## config.mk

```make
export PLATFORM = sky130hd
export DESIGN_NAME = reg_write_ctrl
export DESIGN_NICKNAME = d
export VERILOG_FILES = /design/src/rtl/reg_ctrl_pkg.sv /design/src/rtl/reg_index_decoder.sv /design/src/rtl/reg_write_ctrl.sv
export SDC_FILE = /design/constraint.sdc
export NUM_CORES = 1
export LEC_CHECK = 0
export CAP_MARGIN = 20
export CORE_MARGIN = 5
export CORE_UTILIZATION = 54
export DETAILED_ROUTE_END_ITERATION = 7
export PLACE_DENSITY = 0.95
export SLEW_MARGIN = 20
export SYNTH_ARGS = -nofsm -noshare
export SYNTH_HDL_FRONTEND = slang
export SYNTH_SLANG_ARGS = --single-unit
```

## constraint.sdc

```tcl
create_clock -name clk -period 3.1 [get_ports clk]
set_clock_uncertainty 0.15 [all_clocks]
set_input_delay 0.62 -clock clk [delete_from_list [all_inputs] [get_ports clk]]
set_output_delay 0.62 -clock clk [all_outputs]
set_load 0.05 [all_outputs]
```

## src/rtl/reg_ctrl_pkg.sv

```systemverilog
// Shared definitions for the register write controller: op codes, FSM
// state encoding, write half-mask constants and default parameter values.
package reg_ctrl_pkg;

  localparam int DEF_NUM_REGS      = 8;
  localparam int DEF_NUM_BYTE_REGS = 4;
  localparam int DEF_DATA_W        = 16;

  typedef enum logic [1:0] {
    OP_WRITE = 2'b00,
    OP_XCHG  = 2'b01,
    OP_RSV2  = 2'b10,
    OP_RSV3  = 2'b11
  } op_e;

  typedef enum logic [2:0] {
    IDLE = 3'd0,
    RD_A = 3'd1,
    RD_B = 3'd2,
    WR_A = 3'd3,
    WR_B = 3'd4,
    ERR  = 3'd5
  } state_e;

  localparam logic [1:0] FULL = 2'b11;
  localparam logic [1:0] HIGH = 2'b10;
  localparam logic [1:0] LOW  = 2'b01;
  localparam logic [1:0] NONE = 2'b00;

endpackage

```

## src/rtl/reg_index_decoder.sv

```systemverilog
// Maps a register index plus access size/half to a one-hot write enable,
// the lane half mask and a legality flag (halves exist only on the low
// NUM_BYTE_REGS registers).
module reg_index_decoder
  import reg_ctrl_pkg::*;
#(
  parameter int NUM_REGS      = DEF_NUM_REGS,
  parameter int NUM_BYTE_REGS = DEF_NUM_BYTE_REGS,
  localparam int SEL_W        = $clog2(NUM_REGS)
) (
  input  logic [SEL_W-1:0]    idx,
  input  logic                size,
  input  logic                high,
  output logic [NUM_REGS-1:0] en,
  output logic [1:0]          half,
  output logic                legal
);

  // Decode index, half mask and legality
  always_comb begin
    en      = '0;
    en[idx] = 1'b1;
    half    = size ? FULL : (high ? HIGH : LOW);
    legal   = size || (int'(idx) < NUM_BYTE_REGS);
  end

endmodule

```

## src/rtl/reg_write_ctrl.sv

```systemverilog
// Register write controller: performs WRITE and XCHG requests against an
// external register file through a read index and one-hot write strobes.
//
// state | meaning
// IDLE  | ready for a request
// RD_A  | rd_sel = dst, capture tmp_a
// RD_B  | rd_sel = src, capture tmp_b (aligned straight into wr_data)
// WR_A  | write dst (WRITE data or tmp_b)
// WR_B  | write src <= tmp_a, or no-op completion when dst == src
// ERR   | illegal request, err/done pulse
module reg_write_ctrl
  import reg_ctrl_pkg::*;
#(
  parameter int NUM_REGS      = DEF_NUM_REGS,
  parameter int NUM_BYTE_REGS = DEF_NUM_BYTE_REGS,
  parameter int DATA_W        = DEF_DATA_W,
  localparam int SEL_W        = $clog2(NUM_REGS)
) (
  input  logic                clk,
  input  logic                rst_n,
  input  logic                req_valid,
  output logic                req_ready,
  input  logic [1:0]          req_op,
  input  logic [SEL_W-1:0]    req_dst,
  input  logic [SEL_W-1:0]    req_src,
  input  logic                req_size,
  input  logic                req_high,
  input  logic [DATA_W-1:0]   req_data,
  output logic [SEL_W-1:0]    rd_sel,
  input  logic [DATA_W-1:0]   rd_data,
  output logic [NUM_REGS-1:0] wr_en,
  output logic [1:0]          wr_half,
  output logic [DATA_W-1:0]   wr_data,
  output logic                done,
  output logic                err
);

  localparam int H = DATA_W / 2;

  state_e              state;
  op_e                 op_q;
  logic                size_q;
  logic                high_q;
  logic [SEL_W-1:0]    src_q;
  logic [NUM_REGS-1:0] dst_en_q;
  logic [NUM_REGS-1:0] src_en_q;
  logic [1:0]          dst_half_q;
  logic [1:0]          src_half_q;
  logic [DATA_W-1:0]   tmp_a;

  logic [NUM_REGS-1:0] dst_en;
  logic [NUM_REGS-1:0] src_en;
  logic [1:0]          dst_half;
  logic [1:0]          src_half;
  logic                dst_legal;
  logic                src_legal;
  logic                req_legal;
  logic [DATA_W-1:0]   rd_pick;

  // Selected half of a read value, zero-extended
  function automatic logic [DATA_W-1:0] pick_half(input logic [DATA_W-1:0] v,
                                                   input logic full, input logic hi);
    if (full)    return v;
    else if (hi) return {{H{1'b0}}, v[DATA_W-1:H]};
    else         return {{H{1'b0}}, v[H-1:0]};
  endfunction

  // Place a value in the lane(s) it will be written to
  function automatic logic [DATA_W-1:0] align(input logic [DATA_W-1:0] v,
                                               input logic full, input logic hi);
    if (full)    return v;
    else if (hi) return {v[H-1:0], {H{1'b0}}};
    else         return {{H{1'b0}}, v[H-1:0]};
  endfunction

  reg_index_decoder #(.NUM_REGS(NUM_REGS), .NUM_BYTE_REGS(NUM_BYTE_REGS)) u_dst_dec (
    .idx(req_dst), .size(req_size), .high(req_high),
    .en(dst_en), .half(dst_half), .legal(dst_legal)
  );

  reg_index_decoder #(.NUM_REGS(NUM_REGS), .NUM_BYTE_REGS(NUM_BYTE_REGS)) u_src_dec (
    .idx(req_src), .size(req_size), .high(req_high),
    .en(src_en), .half(src_half), .legal(src_legal)
  );

  // Source index only matters for XCHG
  assign req_legal = (req_op == OP_WRITE && dst_legal) ||
                     (req_op == OP_XCHG  && dst_legal && src_legal);
  assign req_ready = (state == IDLE);
  assign rd_pick   = pick_half(rd_data, size_q, high_q);

  // Sequencing FSM with registered outputs, computed from the next state
  always_ff @(posedge clk) begin
    if (!rst_n) begin
      state      <= IDLE;
      op_q       <= OP_WRITE;
      size_q     <= 1'b0;
      high_q     <= 1'b0;
      src_q      <= '0;
      dst_en_q   <= '0;
      src_en_q   <= '0;
      dst_half_q <= NONE;
      src_half_q <= NONE;
      tmp_a      <= '0;
      rd_sel     <= '0;
      wr_en      <= '0;
      wr_half    <= NONE;
      wr_data    <= '0;
      done       <= 1'b0;
      err        <= 1'b0;
    end else begin
      rd_sel  <= '0;
      wr_en   <= '0;
      wr_half <= NONE;
      wr_data <= '0;
      done    <= 1'b0;
      err     <= 1'b0;
      case (state)
        IDLE: begin
          if (req_valid) begin
            op_q       <= op_e'(req_op);
            size_q     <= req_size;
            high_q     <= req_high;
            src_q      <= req_src;
            dst_en_q   <= dst_en;
            src_en_q   <= src_en;
            dst_half_q <= dst_half;
            src_half_q <= src_half;
            if (!req_legal) begin
              state <= ERR;
              err   <= 1'b1;
              done  <= 1'b1;
            end else if (req_op == OP_WRITE) begin
              state   <= WR_A;
              wr_en   <= dst_en;
              wr_half <= dst_half;
              wr_data <= align(req_data, req_size, req_high);
              done    <= 1'b1;
            end else if (req_dst == req_src) begin
              state <= WR_B;
              done  <= 1'b1;
            end else begin
              state  <= RD_A;
              rd_sel <= req_dst;
            end
          end
        end
        RD_A: begin
          tmp_a  <= rd_pick;
          rd_sel <= src_q;
          state  <= RD_B;
        end
        RD_B: begin
          state   <= WR_A;
          wr_en   <= dst_en_q;
          wr_half <= dst_half_q;
          wr_data <= align(rd_pick, size_q, high_q);
        end
        WR_A: begin
          if (op_q == OP_XCHG) begin
            state   <= WR_B;
            wr_en   <= src_en_q;
            wr_half <= src_half_q;
            wr_data <= align(tmp_a, size_q, high_q);
            done    <= 1'b1;
          end else begin
            state <= IDLE;
          end
        end
        default: state <= IDLE;
      endcase
    end
  end

endmodule

```

==> results.toml, run 1 <==
[status]
status = "finished, final reports clean"

[route]
routed_via_density = 6.124
wl_per_cell_um = 18.24
firstDrtPassIters = 6
antenna_left = 0
via_count = 3313
drc = 0
first_iter_violations = 391
drt_wl_total_um = 9867

[synth]
ys_seq_area_share_pct = 44.48
yosysUniqueCellTypes = 43
yosysMostFrequentCell = "dfxtp_1"
ys_ff_latch = 75
syn_area_per_cell_um2 = 8.460
syn_inst = 399
syn-cell-area_um2 = 3376
synth_edf_count = 0
synth_warnings = 0
ys_top_cells_by_area = "dfxtp_1 (44%), nand2_1 (7.9%), a21boi_0 (5.1%)"
postSynth.asyncResetShare_pct = 0
synth-main-ff-cell = "dfxtp_1"
syn_nets = 444
ys_top_cells_by_count = "dfxtp_1 (75), nand2_1 (71), clkbuf_1 (30), a21oi_1 (27)"
yosysTopAreaCell = "dfxtp_1"
synth_top_area_share_pct = 44.48

[critical_path]
crit_path_max_fanout = 15
max_stage_delay_ns = 0.85
reg2reg_depth = 5
crit_path_start = "state[1]$_SDFFE_PN0P_"
start_kind = "flop"
cp_data_required_time_ns = 2.33
end_kind = "output pin"
worstSetupPathType = "reg2out"
path_cells = "nor3_1 > clkdlybuf4s50_1"
reg2reg_from = "state[1]$_SDFFE_PN0P_"
worstPathArrival_ns = 1.89
rrSetupSlack_ns = 1.06
cp_slowest_cell = "clkdlybuf4s50_1"

[timing]
max_freq_ghz = 0.3753
rsz0062_at_grt = "false"
finalHoldViolCount = 0
maxSlewHeadroom_pct = 63.86
maxSlewViolCount = 0
finalSetupViolations = 0
period_minus_slack_ns = 2.665
worst_slew_pin_slew_ns = 0.5392
period_share_pct = 85.96
tns_ns = 0

[pwr]
power_frac_seq_pct = 45.4
p_total_w = 0.002334
netSwitchingFraction_pct = 29.37
switchingPower_w = 0.0006855
peakVddDrop_mv = 0.3079
cell_internal_pwr_w = 0.001649
comb_power_share_pct = 19.6
p_leak_nw = 1.554
power.density_nw_per_um2 = 531.0
pwr-share-clk_pct = 35.0

[global_routing]
globalRouteTotalUtil_pct = 26.22
grt_max_degree = 42
grt_pass1_vias = 3109
grt_pass1_wl_um = 15890
globalRouteOverflowTotal = 0
grt_antenna_before_repair = 0

[hold_path]
holdCritPathClass = "reg2reg"
min_path_cells = 2
hp-start = "src_q[2]$_SDFFE_PN0P_"

[clocking]
max-clock-path-buffers = 2
cts_hold_repair.buffers = 0
postCtsSetupBuffers = 0
clk_pin_slew_worst_paths_ns = 0.08
post_cts_resized = 0
htreeDepth = 3
cts-root-buf = "clkbuf_8"
cts_sinks = 75
worstSkewPairLatency_ns = 0.36
cts_inserted_buffers = 9
cts_tree = "built"

[cells_and_area]
area_delta_synth_final_pct = 30.21
diodes = 0
multi_input_area_um2 = 1718
seqCellArea_um2 = 1501
design.final.nets = 506
drive_gt1_share_pct = 7.725
nFillCells = 386

[die]
num_rows = 28
num_io_pins = 77
die_w_um = 89.07
die_h_um = 89.07
start_util_pct = 56.35
die_area_um2 = 7933
core_um2 = 5991

[job]
maxCapViolations = 0

[place]
port_buffers = 76
hpwl_um = 6746
globalplace.congestion = 0.9147
power by group through the flow:
stage / Combinational [W] / Sequential, W / Clock (W)
after floorplan: 0.000248 / 0.00110 / 0
after global placement: 0.000434 / 0.00108 / 0
after detailed placement: 0.000444 / 0.00108 / 0
after CTS: 0.000451 / 0.00106 / 0.000813
after global routing: 0.000489 / 0.00107 / 0.000868
final: 0.000458 / 0.00106 / 0.000817
worst paths after layout:
| check | end |
|---|---|
| setup / recovery | req_ready |
| hold / removal | rd_sel[2]$_SDFF_PN0_ |
| setup reg to reg | wr_data[10]$_SDFF_PN0_ |
| hold reg to reg | rd_sel[2]$_SDFF_PN0_ |
through the flow:
stage               setup slack [ns]  util, %  instance area [µm²]  hold slack, ns  cells
CTS                           0.4418    73.37                 4395          0.3146    541
global placement              0.5652    69.88                 4187          0.2937    525
floorplan                     0.7125        -                 3376          0.2749    399
finish                        0.4352    73.37                 4395          0.3136    541
global route                  0.3281    73.37                 4395          0.3316    541
detailed placement            0.4517    69.88                 4187          0.3007    525
flip-flops by register name (all words and copies together) (netlist names):
register and count:
done 1, dst_en_q 8, err 1, high_q 1, op_q 2, rd_sel 3
size_q 1, src_en_q 8, src_half_q 2, src_q 3, state 3, tmp_a 16
wr_data 16, wr_en 8, wr_half 2
area by class of cell:
| type | instances | area share [%] |
|---|---|---|
| Tap cell | 75 | 2.135 |
| Multi-Input combinational cell | 283 | 39.08 |
| Inverter | 2 | 0.1708 |
| Clock buffer | 11 | 2.989 |
| Timing Repair Buffer | 90 | 19.70 |
| Sequential cell | 75 | 34.16 |
| Clock inverter | 5 | 1.765 |
worst max-delay path: cells and delay by family, from the launching register on:
family | cells | cell delay (ns)
simple gates | 1 | 0.24
flops | 1 | 0.45
buf+inv | 1 | 0.85
per-layer routing:
| layer | part of all wire (%) | GRT usage (%) | vias up |
|---|---|---|---|
| met5 | 0 | 0 | - |
| met4 | 3.0 | 11.91 | 0 |
| met3 | 8.9 | 5.530 | 33 |
| met2 | 48 | 41.97 | 201 |
| met1 | 40 | 34.04 | 1532 |
| li1 | - | - | 1547 |
logic make-up after synthesis:
logic type	synth area share [%]
compound gates	25.35
flops	44.48
simple gates	22.24
mux	2.372
xor+xnor	0.7785
buf+inv	4.781
placed cells by master (no fill, tap or decap), drive strengths merged, types with 4 or more instances in the layout:
cell type	n
nand2b	6
o2bb2ai	8
mux2i	8
nor2b	13
buf	14
nand2	71
a22oi	23
a21boi	23
clkbuf	11
nor2	10
or3	4
dfxtp	75
nand3	16
clkdlybuf4s50	76
o211a	9
o21ai	13
a21oi	27
nor3	12
a22o	8
Power figures use the tool's default switching activity.
==> run 2, diff against run 1 <==
--- a/config.mk
+++ b/config.mk
@@ -10,6 +10,7 @@
 export CORE_UTILIZATION = 54
 export DETAILED_ROUTE_END_ITERATION = 7
 export PLACE_DENSITY = 0.95
+export REMOVE_ABC_BUFFERS = 1
 export SLEW_MARGIN = 20
 export SYNTH_ARGS = -nofsm -noshare
 export SYNTH_HDL_FRONTEND = slang
==> run 2 against run 1 <==
Compared with the run above:
- combinational power increased by 2%
- flip-flop and latch count stayed put
- worst hold slack worse by 0.0013 ns
- first-iteration DRC count is 14% higher
- die area stayed put
- non-clock buffer count grew 5
- clock power shrank 8.9%
- largest power group unchanged
- global-route usage down 0.88 points
- critical path depth is the same
==> results.toml, run 2 (same netlist as run 1, synthesis figures left out) <==
[cells_and_area]
diodes = 0
post-route-util_pct = 73.79
layout_common_cells = "clkdlybuf4s50_1 (76), dfxtp_1 (75), nand2_1 (71), a21oi_1 (27)"
drive_gt1_share_pct = 9.130
reg_top3 = "tmp_a: 16 flops, wr_data: 16 flops"
design.final.nets = 511
area_delta_synth_final_pct = 30.95
final_common_cell = "clkdlybuf4s50_1"

[timing]
maxSlewHeadroom_pct = 52.54
setup_ws_ns = 0.4356
rsz0062_at_grt = "false"
worst_slew_pin_slew_ns = 0.7088
finalSetupViolations = 0
finalHoldViolCount = 0
period_minus_slack_ns = 2.664
period_share_pct = 85.95
max_freq_ghz = 0.3753
tns_ns = 0
maxSlewViolCount = 0

[clocking]
clk_pin_slew_worst_paths_ns = 0.08
cts_tree = "built"
postCtsSetupBuffers = 0
cts-root-buf = "clkbuf_8"
cts_sinks = 75
cts_hold_repair.buffers = 0
cts_inserted_buffers = 9
post_cts_resized = 0
htreeDepth = 3
max-clock-path-buffers = 2
worstSkewPairLatency_ns = 0.35

[global_routing]
grt_pass1_vias = 3278
grt_pass1_wl_um = 15460
globalRouteOverflowTotal = 0
grt_antenna_before_repair = 0
globalRouteTotalUtil_pct = 25.34
grt_max_degree = 42

[die]
die_h_um = 89.07
core_um2 = 5991
die_w_um = 89.07
start_util_pct = 56.35
num_rows = 28
num_io_pins = 77
die_area_um2 = 7933

[route]
wl_per_cell_um = 18.46
drt_wl_total_um = 10080
first_iter_violations = 445
antenna_left = 0
firstDrtPassIters = 5
via_count = 3378
drc = 0
routed_via_density = 6.187

[pwr]
p_leak_nw = 1.575
power.density_nw_per_um2 = 513.5
peakVddDrop_mv = 0.2987
p_total_w = 0.002270

[critical_path]
crit_path_start = "state[0]$_SDFFE_PN0P_"
crit_path_max_fanout = 11
worstPathArrival_ns = 1.89
start_kind = "flop"
end_kind = "output pin"
path_cells = "nor3_1 > clkdlybuf4s50_1"
reg2reg_from = "state[1]$_SDFFE_PN0P_"
cp_data_required_time_ns = 2.33
worstSetupPathType = "reg2out"
cp_slowest_cell = "clkdlybuf4s50_1"
max_stage_delay_ns = 0.85

[place]
globalplace.congestion = 0.8545
hpwl_um = 6722
port_buffers = 76
place_ws_ns = 0.3818

[hold_path]
holdCritPathClass = "reg2reg"
hp-start = "src_q[1]$_SDFFE_PN0P_"

[job]
maxCapViolations = 0

[status]
status = "finished, final reports clean"
## run 2: routing by layer
layer | GRT usage (%) | part of all wire (%)
met1 | 30.87 | 38
met2 | 43.25 | 50
met3 | 4.055 | 9.1
met4 | 12.86 | 3.1
met5 | 0 | 0
## run 2: layout make-up
class / count / area [µm²]
inverter: 2 / 7.507
fill: 405 / 1570
multi-input combinational: 283 / 1720
clock inverter: 5 / 52.55
sequential: 75 / 1501
clock buffer: 11 / 141.4
timing repair buffer: 95 / 903.4
tap: 75 / 93.84
## run 2: final timing paths
path	to	slack, ns	depth (start not counted)
min reg2reg	rd_sel[1]$_SDFF_PN0_	0.31	2
max	req_ready	0.44	2
max reg2reg	wr_data[10]$_SDFF_PN0_	0.93	4
min	rd_sel[1]$_SDFF_PN0_	0.31	2
## run 2: power by group
part | internal (W) | switching [W]
logic | 0.000184 | 0.000284
registers | 0.00102 | 0.0000426
clock network | 0.000390 | 0.000355
total | 0.00159 | 0.000681
## run 2: critical path, delay by kind of cell (launching register included)
kind / cells / cell delay, ns
buffers and inverters: 1 / 0.85
DFF: 1 / 0.43
and+or+nand+nor: 1 / 0.27
## run 2: metrics by stage
| step | cells | area, µm² | hold WS [ns] |
|---|---|---|---|
| 3_3_place_gp | 530 | 4224 | 0.2965 |
| 2_1_floorplan | 360 | 3222 | 0.2749 |
| 3_5_place_dp | 530 | 4224 | 0.2917 |
| 4_1_cts | 546 | 4418 | 0.3102 |
| 5_1_grt | 546 | 4420 | 0.3419 |
| 6_report | 546 | 4420 | 0.3122 |
==> run 3, diff against run 2 <==
--- a/config.mk
+++ b/config.mk
@@ -7,9 +7,10 @@
 export LEC_CHECK = 0
 export CAP_MARGIN = 20
 export CORE_MARGIN = 5
-export CORE_UTILIZATION = 54
+export CORE_UTILIZATION = 58
 export DETAILED_ROUTE_END_ITERATION = 7
-export PLACE_DENSITY = 0.95
+export DONT_BUFFER_PORTS = 1
+export PLACE_DENSITY = 0.84
 export REMOVE_ABC_BUFFERS = 1
 export SLEW_MARGIN = 20
 export SYNTH_ARGS = -nofsm -noshare
==> run 3 against run 2 <==
Compared with the run above:
- setup slack better by 0.35 ns
- first-iteration DRC count is 20% lower
- clock power up 7.1%
- design area decreased by 19%
- cell count shrank 16%
- highest routed layer unchanged
- critical path type unchanged
- sequential power rose by 5%
- worst hold slack worse by 0.086 ns
- flip-flop and latch count unchanged
- non-clock buffer count fell by 87
- clock-buffer cell count decreased by 1
- critical path depth is 1 lower
- die area down 6.1%
==> results.toml, run 3 (same netlist as run 1, synthesis figures left out) <==
[status]
status = "finished, final reports clean"

[critical_path]
cp_data_required_time_ns = 2.33
rr_endpoint = "wr_half[1]$_SDFF_PN0_"
path_cells = "nor3_2"
crit_path_start = "state[0]$_SDFFE_PN0P_"
max_stage_delay_ns = 0.76
rrSetupSlack_ns = 0.85
cp_slowest_cell = "nor3_2"
crit_path_max_fanout = 11
crit_family = "simple AND/OR/NAND/NOR gates"
worstSetupPathType = "reg2out"
end_kind = "output pin"
start_kind = "flop"
cp_num_cells = 1
endpoint = "req_ready"
reg2reg_depth = 5
crit_buf_inv = 0
reg2reg_from = "state[1]$_SDFFE_PN0P_"
worstPathArrival_ns = 1.54

[clocking]
cts_hold_repair.buffers = 0
cts_sinks = 75
cts-root-buf = "clkbuf_8"
cts_inserted_buffers = 9
htreeDepth = 3
clk_pin_slew_worst_paths_ns = 0.09
max-clock-path-buffers = 2
postCtsSetupBuffers = 0
cts_tree = "built"
post_cts_resized = 0
worstSkewPairLatency_ns = 0.36

[pwr]
comb_power_share_pct = 12.4
switchingPower_w = 0.0006623
p_total_w = 0.002181
p_leak_nw = 1.244
power_frac_seq_pct = 51.1
peakVddDrop_mv = 0.3021
netSwitchingFraction_pct = 30.36
cell_internal_pwr_w = 0.001519
power.density_nw_per_um2 = 606.7
pwr-share-clk_pct = 36.5

[route]
wl_per_cell_um = 19.10
via_count = 2929
first_iter_violations = 357
antenna_left = 0
drt_wl_total_um = 8710
routed_via_density = 6.423
drc = 0
firstDrtPassIters = 5

[timing]
maxSlewHeadroom_pct = 40.95
rsz0062_at_grt = "false"
tns_ns = 0
max_freq_ghz = 0.4320
finalHoldViolCount = 0
maxSlewViolCount = 0
finalSetupViolations = 0
hold_ws_ns = 0.2263
period_minus_slack_ns = 2.315
period_share_pct = 74.68
worst_slew_pin_slew_ns = 0.8809

[job]
maxCapViolations = 0

[global_routing]
globalRouteTotalUtil_pct = 24.04
grt_antenna_before_repair = 0
grt_max_degree = 43
grt_pass1_wl_um = 14080
grt_pass1_vias = 2764
globalRouteOverflowTotal = 0

[cells_and_area]
nFillCells = 450
reg_top3 = "tmp_a: 16 flops, wr_data: 16 flops"
design.final.nets = 424
drive_gt1_share_pct = 8.854
diodes = 0
layout_common_cells = "dfxtp_1 (75), nand2_1 (71), a21oi_1 (27), a22oi_1 (23), a21boi_0 (23)"
area_delta_synth_final_pct = 6.486
final_common_cell = "dfxtp_1"

[die]
die_area_um2 = 7446
die_h_um = 86.29
die_w_um = 86.29
core_um2 = 5574
num_io_pins = 77
start_util_pct = 60.56
num_rows = 27

[place]
port_buffers = 0
globalplace.congestion = 0.8183
hpwl_um = 5551

[hold_path]
holdCritPathClass = "in2reg"
==> run 3: changes by cell type in the layout (fill, tap and decap cells not counted) <==
cell             before  now
inv_6                 0    2
nor3_1               10    9
clkbuf_1              1    0
clkdlybuf4s50_1      76    0
buf_4                19    8
clkinv_2              3    0
nor3_2                2    3
clkinv_4              0    2
==> run 3: layer usage <==
| layer | track usage, % | vias up | wire length, µm |
|---|---|---|---|
| met5 | 0 | - | 0 |
| met3 | 7.034 | 21 | 894 |
| met1 | 31.44 | 1375 | 3488 |
| met4 | 10.76 | 0 | 203 |
| li1 | - | 1375 | - |
| met2 | 36.79 | 158 | 4124 |
==> run 3: worst min-delay path by stage <==
stage,start,end,cells after the start
floorplan,src_q[0]$_SDFFE_PN0P_,rd_sel[0]$_SDFF_PN0_,2
global placement,src_q[1]$_SDFFE_PN0P_,rd_sel[1]$_SDFF_PN0_,2
detailed placement,src_q[2]$_SDFFE_PN0P_,rd_sel[2]$_SDFF_PN0_,2
CTS,req_data[3],wr_data[3]$_SDFF_PN0_,1
global route,rd_data[13],wr_data[13]$_SDFF_PN0_,2
finish,req_data[3],wr_data[3]$_SDFF_PN0_,1
==> run 3: power by group through the flow <==
stage | clock network [W] | logic [W] | registers (W)
2_1_floorplan | 0 | 0.000196 | 0.00112
3_3_place_gp | 0 | 0.000259 | 0.00113
3_5_place_dp | 0 | 0.000264 | 0.00113
4_1_cts | 0.000803 | 0.000265 | 0.00111
5_1_grt | 0.000849 | 0.000297 | 0.00112
6_report | 0.000797 | 0.000271 | 0.00111
==> run 3: area by class of cell <==
type                       instances  area (µm²)  area share (%)
clock buffer                      10       137.6           3.829
clock inverter                     6       72.57           2.019
inverter                           2       7.507          0.2088
multi-input combinational        283        1725           48.00
sequential                        75        1501           41.77
tap                               72       90.09           2.506
timing repair buffer               8       60.06           1.671
==> run 3: stage by stage <==
stage	cell area (µm²)	util, %	setup slack, ns	cells
after floorplan	3222	-	0.3587	360
after global placement	3382	60.67	0.8158	440
after detailed placement	3382	60.67	0.8280	440
after CTS	3592	64.44	0.7723	456
after global routing	3595	64.49	0.7032	456
final	3595	64.49	0.7851	456
